File: src/rtl/mul_share_arbiter_pkg.sv
// Shared constants and sizing helpers for the shared-multiplier arbiter family.
package mul_share_arbiter_pkg;

    localparam logic [1:0] ST_IDLE  = 2'd0;
    localparam logic [1:0] ST_ISSUE = 2'd1;
    localparam logic [1:0] ST_WAIT  = 2'd2;
    localparam logic [1:0] ST_RESP  = 2'd3;

    // Wait counter only has to reach TIMEOUT-1.
    function automatic int cnt_width(input int timeout);
        return (timeout > 1) ? $clog2(timeout) : 1;
    endfunction

    function automatic int idx_width(input int n);
        return (n > 1) ? $clog2(n) : 1;
    endfunction

    function automatic int prod_width(input int width);
        return 2 * width;
    endfunction

endpackage

File: src/rtl/mul_share_arbiter_rr_picker.sv
// Combinational round-robin select: lowest request above last_grant, else lowest overall.
module mul_share_arbiter_rr_picker
    import mul_share_arbiter_pkg::*;
#(
    parameter int N_REQ = 4,
    parameter int IDX_W = idx_width(N_REQ)
) (
    input  logic [N_REQ-1:0] req,
    input  logic [IDX_W-1:0] last_grant,
    output logic [N_REQ-1:0] winner_oh,
    output logic [IDX_W-1:0] winner_idx,
    output logic             any_req
);

    logic [IDX_W:0]     shift_s;
    logic [N_REQ-1:0]   upper_s;
    logic [N_REQ-1:0]   pool_s;

    // Mask off everything at or below last_grant; fall back to the full vector on wrap.
    always_comb begin
        shift_s    = {1'b0, last_grant} + {{IDX_W{1'b0}}, 1'b1};
        upper_s    = req & ({N_REQ{1'b1}} << shift_s);
        pool_s     = (|upper_s) ? upper_s : req;
        winner_oh  = pool_s & (~pool_s + {{(N_REQ-1){1'b0}}, 1'b1});
        winner_idx = {IDX_W{1'b0}};
        for (int i = N_REQ - 1; i >= 0; i--) begin
            winner_idx = pool_s[i] ? IDX_W'(i) : winner_idx;
        end
        any_req    = |req;
    end

endmodule

File: src/rtl/mul_share_arbiter.sv
// Round-robin front end that time-shares one sequential multiplier between N_REQ clients.
module mul_share_arbiter
    import mul_share_arbiter_pkg::*;
#(
    parameter int N_REQ   = 4,
    parameter int WIDTH   = 8,
    parameter int TIMEOUT = 2 * WIDTH + 8
) (
    input  logic                           clk,
    input  logic                           rstn,
    input  logic [N_REQ-1:0]               req,
    input  logic [N_REQ*WIDTH-1:0]         a_in,
    input  logic [N_REQ*WIDTH-1:0]         b_in,
    output logic [N_REQ-1:0]               gnt,
    output logic [N_REQ-1:0]               rsp_valid,
    output logic [prod_width(WIDTH)-1:0]   rsp_data,
    output logic                           rsp_err,
    output logic                           mul_start,
    output logic [WIDTH-1:0]               mul_a,
    output logic [WIDTH-1:0]               mul_b,
    input  logic                           mul_done,
    input  logic [prod_width(WIDTH)-1:0]   mul_product
);

    localparam int IDX_W = idx_width(N_REQ);
    localparam int CNT_W = cnt_width(TIMEOUT);

    logic [1:0]        state_r;
    logic [CNT_W-1:0]  cnt_r;
    logic [IDX_W-1:0]  idx_r;
    logic [IDX_W-1:0]  last_grant_r;
    logic [N_REQ-1:0]  sel_oh_r;
    logic [N_REQ-1:0]  win_oh_s;
    logic [IDX_W-1:0]  win_idx_s;
    logic              any_s;

    mul_share_arbiter_rr_picker #(
        .N_REQ (N_REQ),
        .IDX_W (IDX_W)
    ) u_picker (
        .req        (req),
        .last_grant (last_grant_r),
        .winner_oh  (win_oh_s),
        .winner_idx (win_idx_s),
        .any_req    (any_s)
    );

    // Arbitration FSM; gnt, mul_start and rsp_valid are single-cycle pulses.
    always_ff @(posedge clk or negedge rstn) begin
        if (!rstn) begin
            state_r      <= ST_IDLE;
            cnt_r        <= '0;
            idx_r        <= '0;
            last_grant_r <= IDX_W'(N_REQ - 1);
            sel_oh_r     <= '0;
            gnt          <= '0;
            rsp_valid    <= '0;
            rsp_data     <= '0;
            rsp_err      <= 1'b0;
            mul_start    <= 1'b0;
            mul_a        <= '0;
            mul_b        <= '0;
        end else begin
            gnt       <= '0;
            rsp_valid <= '0;
            mul_start <= 1'b0;
            case (state_r)
                ST_IDLE: begin
                    if (any_s) begin
                        idx_r     <= win_idx_s;
                        sel_oh_r  <= win_oh_s;
                        mul_a     <= a_in[int'(win_idx_s) * WIDTH +: WIDTH];
                        mul_b     <= b_in[int'(win_idx_s) * WIDTH +: WIDTH];
                        gnt       <= win_oh_s;
                        mul_start <= 1'b1;
                        state_r   <= ST_ISSUE;
                    end
                end
                ST_ISSUE: begin
                    cnt_r   <= '0;
                    state_r <= ST_WAIT;
                end
                ST_WAIT: begin
                    // A done arriving on the final watchdog cycle still counts as success.
                    if (mul_done) begin
                        rsp_data  <= mul_product;
                        rsp_err   <= 1'b0;
                        rsp_valid <= sel_oh_r;
                        state_r   <= ST_RESP;
                    end else if (cnt_r == CNT_W'(TIMEOUT - 1)) begin
                        rsp_data  <= '0;
                        rsp_err   <= 1'b1;
                        rsp_valid <= sel_oh_r;
                        state_r   <= ST_RESP;
                    end else begin
                        cnt_r <= cnt_r + {{(CNT_W-1){1'b0}}, 1'b1};
                    end
                end
                ST_RESP: begin
                    last_grant_r <= idx_r;
                    state_r      <= ST_IDLE;
                end
                default: begin
                    state_r <= ST_IDLE;
                end
            endcase
        end
    end

endmodule
File: config.mk
export PLATFORM = sky130hd
export DESIGN_NAME = mul_share_arbiter
export DESIGN_NICKNAME = d
export VERILOG_FILES = /design/src/rtl/mul_share_arbiter_pkg.sv /design/src/rtl/mul_share_arbiter_rr_picker.sv /design/src/rtl/mul_share_arbiter.sv
export SDC_FILE = /design/constraint.sdc
export NUM_CORES = 1
export LEC_CHECK = 0
export ABC_AREA = 0
export CAP_MARGIN = 10
export CORE_AREA = 4 4 86 88
export CTS_CLUSTER_DIAMETER = 40
export DETAILED_ROUTE_END_ITERATION = 10
export DIE_AREA = 0 0 90 92
export GPL_TIMING_DRIVEN = 1
export HOLD_SLACK_MARGIN = 0.05
export PLACE_DENSITY = 0.85
export SYNTH_ARGS = -nofsm -noshare
export SYNTH_HDL_FRONTEND = slang
export SYNTH_SLANG_ARGS = --single-unit
File: constraint.sdc
create_clock -name clk -period 5.14 [get_ports clk]
set_input_delay 1.028 -clock clk [delete_from_list [all_inputs] [get_ports clk]]
set_output_delay 1.028 -clock clk [all_outputs]
set_load 0.005 [all_outputs]
## Word level (Yosys, flattened, before mapping)

Cells that the tools add are included.

- Register bits: 57
- Bits of input ports: 87

- $add $sub $neg: 3
- Reduce and logical (&&, ||, !) cells: 9
- Bitwise logic cells: 3
- Multiplexer cells: 23
- Shifts and indexed selects: 3
- Eq/ne operators: 8

Operators with widths:

| operator | count |
|---|---|
| $shiftx 32x6->8 | 2 |
| $mux 16 | 2 |
| $mux 4 | 6 |
| $mux 2 | 7 |
| $mux 5 | 2 |
| $pmux 5 s2 | 1 |
| $and 4x4->4 | 2 |
| $pmux 2 s4 | 1 |
| $reduce_or 4->1 | 2 |
| $ne 2x2->1 const B | 3 |
| $reduce_and 2->1 | 3 |
| $add 5x1->5 const B | 1 |
| $eq 5x5->1 const B | 1 |
| $add 4x1->4 const B | 1 |
| $eq 2x2->1 const B | 2 |
| $mux 1 | 4 |
| $not 4->4 | 1 |
| $reduce_bool 2->1 | 2 |
| $shl 4x3->4 const A | 1 |
| $add 2x1->3 const B | 1 |
| $ne 3x3->1 const B | 1 |
| $reduce_and 3->1 | 1 |
| $eq 2x1->1 const B | 1 |
| $logic_not 2->1 | 1 |

## Depth between registers and ports, before layout

Gate-level depths: netlist (run 1).

- Depth in word-level cells: 10
- Mapped depth: 9

## Hierarchy

From an unflattened synthesis (run 1), not the netlist that was laid out.

- Cells, all modules: 206
- Area total of the unflattened synthesis: 2783.9 um^2

Modules (own cells, without submodules):

| module | seq. area each (um^2) | area each (um^2) | cells an instance | instances |
|---|---|---|---|---|
| mul_share_arbiter | 1428.9 | 2620.0 | 178 | 1 |
| mul_share_arbiter_rr_picker | 0.0 | 163.9 | 28 | 1 |

## Least setup slack after synthesis (run 1)

No wires, ideal clock.

- Path type: input to register
- From: input req[3]
- To: register mul_a[0]
- Stages: 8
- Setup slack: 2759 ps
- Setup time: 127 ps
- Data required time: 5013 ps
- Data arrival time: 2254 ps
- Buffers on the path: 3
- Cells stage by stage: buf_6 -> o21bai_1 -> a21oi_4 -> or2_1 -> buf_6 -> buf_8 -> a211oi_2 -> a211oi_2

- Cells in the longest elaborated chain, start to end: 8

Ends and longest elaborated chain:

| item | RTL line | text |
|---|---|---|
| start, declared | mul_share_arbiter.sv:11 | `input logic [N_REQ-1:0] req,` |
| $and 4x4->4 | mul_share_arbiter_rr_picker.sv:22 | `upper_s = req & ({N_REQ{1'b1}} << shift_s);` |
| $reduce_or 4->1 | mul_share_arbiter_rr_picker.sv:23 | `pool_s = (\|upper_s) ? upper_s : req;` |
| $mux 4 | mul_share_arbiter_rr_picker.sv:23 |  |
| $mux 2 (4 in a row) | mul_share_arbiter_rr_picker.sv:27 | `winner_idx = pool_s[i] ? IDX_W'(i) : winner_idx;` |
| $shiftx 32x6->8 | mul_share_arbiter.sv:72 | `mul_a <= a_in[int'(win_idx_s) * WIDTH +: WIDTH];` |
| end signal, assigned | mul_share_arbiter.sv:72 |  |
| end, declared | mul_share_arbiter.sv:19 | `output logic [WIDTH-1:0] mul_a,` |

Parallel ways exist; a longest one is shown, timed or not.
A chain may end at the register's enable or synchronous reset.

## Final worst setup path (run 1)

- From: input req[3]
- To: register sel_oh_r[3]

- Cells in the longest elaborated chain, start to end: 6

Ends and longest elaborated chain:

| item | RTL line | text |
|---|---|---|
| $and 4x4->4 | mul_share_arbiter_rr_picker.sv:22 |  |
| $reduce_or 4->1 | mul_share_arbiter_rr_picker.sv:23 |  |
| $mux 4 | mul_share_arbiter_rr_picker.sv:23 |  |
| $not 4->4 | mul_share_arbiter_rr_picker.sv:24 | `winner_oh = pool_s & (~pool_s + {{(N_REQ-1){1'b0}}, 1'b1});` |
| $add 4x1->4 | mul_share_arbiter_rr_picker.sv:24 |  |
| $and 4x4->4 | mul_share_arbiter_rr_picker.sv:24 |  |
| end signal, assigned | mul_share_arbiter.sv:71 | `sel_oh_r <= win_oh_s;` |
| end, declared | mul_share_arbiter.sv:32 | `logic [N_REQ-1:0] sel_oh_r;` |

Parallel ways exist; a longest one is shown, timed or not.

==> out/results.ini, run 1 <==
[outcome]
status=completed

[power]
p_switching_uw=769
p_leak_uw=0.00181
p_clk_share_pct=16.8
combPwrFrac_pct=48.0
peakVddDrop_v=0.000207
power.density_mw_per_mm2=496
design_power_total_uw=2180
netSwitchingFraction_pct=35.2
pwr-share-seq_pct=35.2
internal-power_uw=1410

[critical_path]
r2r_end=sel_oh_r[3]
r2r_cells=7
worstSetupStartpointType=input pin
crit_arrival_ps=3520
reg2reg_from=state_r[0]
crit_required_ps=5410
r2r_slack_ps=2720
worst-setup-path-type=in -> reg
worstSetupEndpointType=flip-flop
crit_fanout=21

[drt]
routed.top_layer=met4
routed_wl_mm=7.59
routed-via-count=2504
vias_per_cell=5.34
wl_met2_mm=3.57
drc=0
wl_met1_mm=3.14
wl_per_cell_um=16.2
drtIter0Drc=55
met3WireLength_um=735
firstDrtPassIters=4
antenna_left=0

[final_layout]
fin_nets=476
fillerInstances=525
fin_util_pct=66.2
syn2layout_area_growth_pct=47.9
layout.cells.non_filler=469
antennaDiodeCount=0
drive_gt1_share_pct=12.1

[logic_synthesis]
synthTopCellsByArea=dfrtp_1 46%, a211oi_2 8.4%, mux2i_1 5.7%, a22o_1 4.7%, nor3b_1 4.0%
ys_ff_latch=57
avgSynthCellArea_um2=11.3
syn_area_mm2=0.00297
synth_top_area_cell=dfrtp_1
synth_top_area_share_pct=46.3
synthDistinctLibCells=47
yosys-top-cells-count=55 x dfrtp_1, 24 x nor2_1, 20 x a211oi_2
synth_edf_count=0
async_flop_share_pct=100
ys_warn_count=0
syn_inst=262
syn_nets=354
yosysMostFrequentCell=dfrtp_1
synth_ff_type=dfrtp_1
synth.yosys.seq_area_share_pct=48.1

[sta]
max_slew.worst_pin.slew_ps=903
hold_slack_ps=486
slew_headroom_pct=39.8
finalHoldViolCount=0
setup_violations=0
clock-skew-final_ps=6.68
fmax_ghz=0.307
fin_crit_sh_pct=63.3
fin_setup_tns_ps=0
min_period_ps=3250
rsz0062_at_grt=no
slew_violations=0

[grt]
first_global_vias=2504
grt_pass1_wl_mm=12.3
grt_overflow_total=0
antenna_found_initial=0
track_usage_pct=18.7
grt_max_degree=58

[clocking]
clock_sinks=57
numCtsBuffers=9
cts-root-buf=clkbuf_8
clkSlewWorstSetupHoldPaths_ps=60
htree_levels=3
postCtsHoldBufs=0
clk_path_buf_depth=2
clock_latency_ps=330
cts_setup_buffers=0
cts_resized=0
cts_tree=yes

[placement]
gp_congestion=0.859
port_buffers=128
placedCellCount=453
dp_hpwl_mm=5.78

[floorplan]
io_pins=129
row_count=30
die_w_um=90
start_util_pct=44.7
die_y_um=92
dieArea_mm2=0.00828
core_area_mm2=0.00664

[min_path]
whs_endpoint=sel_oh_r[3]
hold_path_depth=1
hold_path.class=reg -> reg
hold_path_startpoint=sel_oh_r[3]

[job]
drv_cap=0

## state kept, by name, summed over array words and instances (netlist names)
register / cells
cnt_r: 5
gnt: 4
idx_r: 2
last_grant_r: 2
mul_a: 8
mul_b: 8
mul_start: 1
rsp_data: 16
rsp_err: 1
rsp_valid: 4
sel_oh_r: 4
state_r: 2
## cells by family after synthesis
kind of cell,after synthesis,synth area share (%)
buffers and inverters,30,6.02
muxes,18,6.19
DFF,57,48.1
xor gates and xnor gates,1,0.295
and+or+nand+nor,71,13.5
AOI/OAI and AO/OA,80,23.8
adders and majority gates,5,2.10
## stage by stage
step / cell area [µm²] / setup slack, ps
6_report: 4400 / 1890
5_1_grt: 4400 / 1680
4_1_cts: 4400 / 1860
3_5_place_dp: 4220 / 1520
3_3_place_gp: 4220 / 1630
2_1_floorplan: 2970 / 2760
## power groups by stage
stage / clock (µW) / sequential [µW] / combinational [µW]
after floorplan: 0 / 760 / 631
after global placement: 0 / 767 / 1030
after detailed placement: 0 / 775 / 1060
after CTS: 374 / 770 / 1060
after global routing: 398 / 792 / 1150
final: 366 / 768 / 1050
## layout make-up
class	instances	area [µm²]	share of cell area (%)
Inverter	12	45.0	1.02
Timing Repair Buffer	129	1280	29.2
Multi-Input combinational cell	175	1370	31.0
Sequential cell	57	1430	32.5
Clock buffer	14	163	3.70
Tap cell	80	100	2.28
Clock inverter	2	12.5	0.284
## per-layer routing
layer  GRT usage, %  vias to the layer above
met3           6.73                       13
met1           22.4                     1186
met2           30.1                      110
met4           8.67                        0
li1               -                     1195
met5              0                        -
## worst max-delay path by stage
| stage | start | end | slack (ps) | cells after the start |
|---|---|---|---|---|
| after floorplan | req[3] | mul_a[0] | 2760 | 8 |
| after global placement | req[3] | sel_oh_r[3] | 1630 | 7 |
| final | req[3] | sel_oh_r[3] | 1890 | 7 |
| after global routing | req[3] | mul_a[6] | 1680 | 6 |
| after CTS | req[3] | sel_oh_r[3] | 1860 | 7 |
| after detailed placement | req[3] | sel_oh_r[3] | 1520 | 7 |
## cell usage in the layout (no fill, tap or decap), types with 3 or more instances in the layout
cell type / n
dfrtp_1: 55
mux2i_1: 17
a21o_1: 4
a21oi_1: 6
ha_1: 5
inv_1: 11
nor2_1: 24
nand2b_1: 5
clkdlybuf4s50_1: 127
clkbuf_8: 11
nor3b_1: 16
a211oi_1: 12
a22o_1: 16
clkbuf_1: 3
o21ai_0: 10
nand2_1: 11
a211oi_2: 20
## critical path: stages
cell and delay, ps:
clkdlybuf4s50_1 660, nor4_2 100, nand2b_1 280, inv_2 330, o211a_1 740, and3_1 300, a21o_1 90
(Power assumes the default switching activity.)
==> inputs of run 2 (changes only) <==
--- a/config.mk
+++ b/config.mk
@@ -7,13 +7,13 @@
 export LEC_CHECK = 0
 export ABC_AREA = 0
 export CAP_MARGIN = 10
-export CORE_AREA = 4 4 86 88
+export CORE_AREA = 4 4 94 96
 export CTS_CLUSTER_DIAMETER = 40
 export DETAILED_ROUTE_END_ITERATION = 10
-export DIE_AREA = 0 0 90 92
+export DIE_AREA = 0 0 98 100
 export GPL_TIMING_DRIVEN = 1
 export HOLD_SLACK_MARGIN = 0.05
-export PLACE_DENSITY = 0.85
+export PLACE_DENSITY = 0.76
 export SYNTH_ARGS = -nofsm -noshare
 export SYNTH_HDL_FRONTEND = slang
 export SYNTH_SLANG_ARGS = --single-unit
==> constraint.sdc (replaced) <==
create_clock -name clk -period 2.8 [get_ports clk]
set_input_delay 0.56 -clock clk [delete_from_list [all_inputs] [get_ports clk]]
set_output_delay 0.56 -clock clk [all_outputs]
set_load 0.005 [all_outputs]
==> out/results.ini, run 2 (same netlist as run 1, synthesis figures left out) <==
[floorplan]
die_w_um=98  ; was 90 µm
io_pins=129  ; unchanged
core_area_mm2=0.00805  ; was 0.00664 mm²
start_util_pct=36.9  ; was 44.7%
die_y_um=100  ; was 92 µm
row_count=33  ; was 30
dieArea_mm2=0.00980  ; was 0.00828 mm²

[final_layout]
fin_nets=484  ; was 476
ff_latch_area_mm2=0.00143  ; unchanged
final_common_cell=clkdlybuf4s50_1  ; unchanged
regMostFlops=rsp_data  ; unchanged
final_cell_area_mm2=0.00456  ; was 0.00440 mm²
syn2layout_area_growth_pct=53.4  ; was 47.9%
final_cell_mix=127 x clkdlybuf4s50_1, 55 x dfrtp_1, 24 x nor2_1, 20 x a211oi_2, 17 x mux2i_1  ; unchanged
antennaDiodeCount=0  ; unchanged
largest_reg_flops=16  ; unchanged
fillerInstances=707  ; was 525
top_regs=rsp_data (16), mul_a (8), mul_b (8)  ; unchanged
multi_input_area_mm2=0.00137  ; unchanged
drive_gt1_share_pct=14.4  ; was 12.1%
fin_util_pct=56.6  ; was 66.2%

[clocking]
cts_setup_buffers=0  ; unchanged
htree_levels=3  ; unchanged
cts-root-buf=clkbuf_8  ; unchanged
numCtsBuffers=9  ; unchanged
clk_path_buf_depth=2  ; unchanged
clkSlewWorstSetupHoldPaths_ps=70  ; was 60 ps
postCtsHoldBufs=0  ; unchanged
cts_tree=yes  ; unchanged
clock_latency_ps=330  ; about the same
cts_resized=0  ; unchanged
clock_sinks=57  ; unchanged

[sta]
finalHoldViolCount=0  ; unchanged
slew_violations=0  ; unchanged
timing.final.ws_setup_ps=354  ; was 1890 ps
min_period_ps=2450
slew_headroom_pct=37.3  ; was 39.8%
fin_crit_sh_pct=87.4
max_slew.worst_pin.slew_ps=940  ; was 903 ps
rsz0062_at_grt=no  ; unchanged
hold_slack_ps=236  ; was 486 ps
clock-skew-final_ps=7.97  ; was 6.68 ps
fin_setup_tns_ps=0  ; unchanged
setup_violations=0  ; unchanged
fmax_ghz=0.409

[drt]
drtIter0Drc=131  ; was 55
firstDrtPassIters=6  ; was 4
routed_wl_mm=7.59  ; about the same
routed-via-count=2530  ; was 2504
antenna_left=0  ; unchanged
wl_per_cell_um=15.1  ; was 16.2 µm
drc=0  ; unchanged
vias_per_cell=5.04  ; was 5.34

[critical_path]
crit_fanout=16  ; was 21
worst-setup-path-type=in -> reg  ; unchanged
crit_required_ps=3020  ; was 5410 ps
worstSetupEndpointType=flip-flop  ; unchanged
worstSetupStartpointType=input pin  ; unchanged
crit_arrival_ps=2660  ; was 3520 ps

[placement]
gp_congestion=0.760  ; was 0.859
dp_hpwl_mm=5.62  ; was 5.78 mm
port_buffers=128  ; unchanged
pre_cts_ws_ps=23.3  ; was 1520 ps
dpl_cell_area_mm2=0.00434  ; was 0.00422 mm²

[power]
power.density_mw_per_mm2=928  ; was 496 mW/mm²
p_leak_uw=0.00188  ; was 0.00181 µW
peakVddDrop_v=0.000375  ; was 0.000207 V

[grt]
track_usage_pct=15.6  ; was 18.7%
grt_max_degree=58  ; unchanged
grt_pass1_wl_mm=12.4  ; was 12.3 mm
antenna_found_initial=0  ; unchanged
grt_overflow_total=0  ; unchanged
first_global_vias=2661  ; was 2504

[min_path]
hold_path.class=in -> async  ; was reg -> reg

[job]
drv_cap=0  ; unchanged

[outcome]
status=completed  ; unchanged

## run 2: routing by layer
metal / track usage (%) / vias to the layer above / part of all wire (%)
met2: 25.8 / 92 / 49
met1: 19.2 / 1216 / 43
li1: - / 1211 / -
met3: 4.66 / 11 / 7.6
met4: 6.39 / 0 / 1.3
met5: 0 / - / 0
## run 2: layout make-up
cell class | count | area share, %
Sequential cell | 57 | 31.3
Timing Repair Buffer | 137 | 30.0
Multi-Input combinational cell | 175 | 29.9
Clock buffer | 11 | 3.10
Tap cell | 105 | 2.88
Clock inverter | 5 | 1.73
Inverter | 12 | 0.988
## run 2: report_power, final
part / total (µW) / switching (µW) / internal, µW
combinational: 1990 / 893 / 1100
clock: 846 / 322 / 524
sequential: 1400 / 208 / 1190
total: 4230 / 1420 / 2810
## run 2: path summary, 6_finish.rpt
path,cells past startpoint,endpoint,slack (ps),start
max,6,mul_b[1],350,req[3]
min,2,mul_a[6],240,rstn
max reg2reg,5,mul_b[1],680,last_grant_r[1]
min reg2reg,1,sel_oh_r[0],470,sel_oh_r[0]
max in group asynchronous,2,last_grant_r[0],2270,rstn
min in group clk,1,sel_oh_r[0],470,sel_oh_r[0]
## run 2: through the flow
stage / total power (µW) / cells
5_1_grt: 4530 / 502
3_5_place_dp: 3430 / 486
2_1_floorplan: 2550 / 262
3_3_place_gp: 3370 / 486
6_report: 4230 / 502
4_1_cts: 4300 / 502
## run 2: critical path, cell delays in order
cell and delay (ps):
clkdlybuf4s50_1 670, nor2_1 130, a31o_2 240, o21ai_2 720, a211oi_1 90, a211oi_1 250
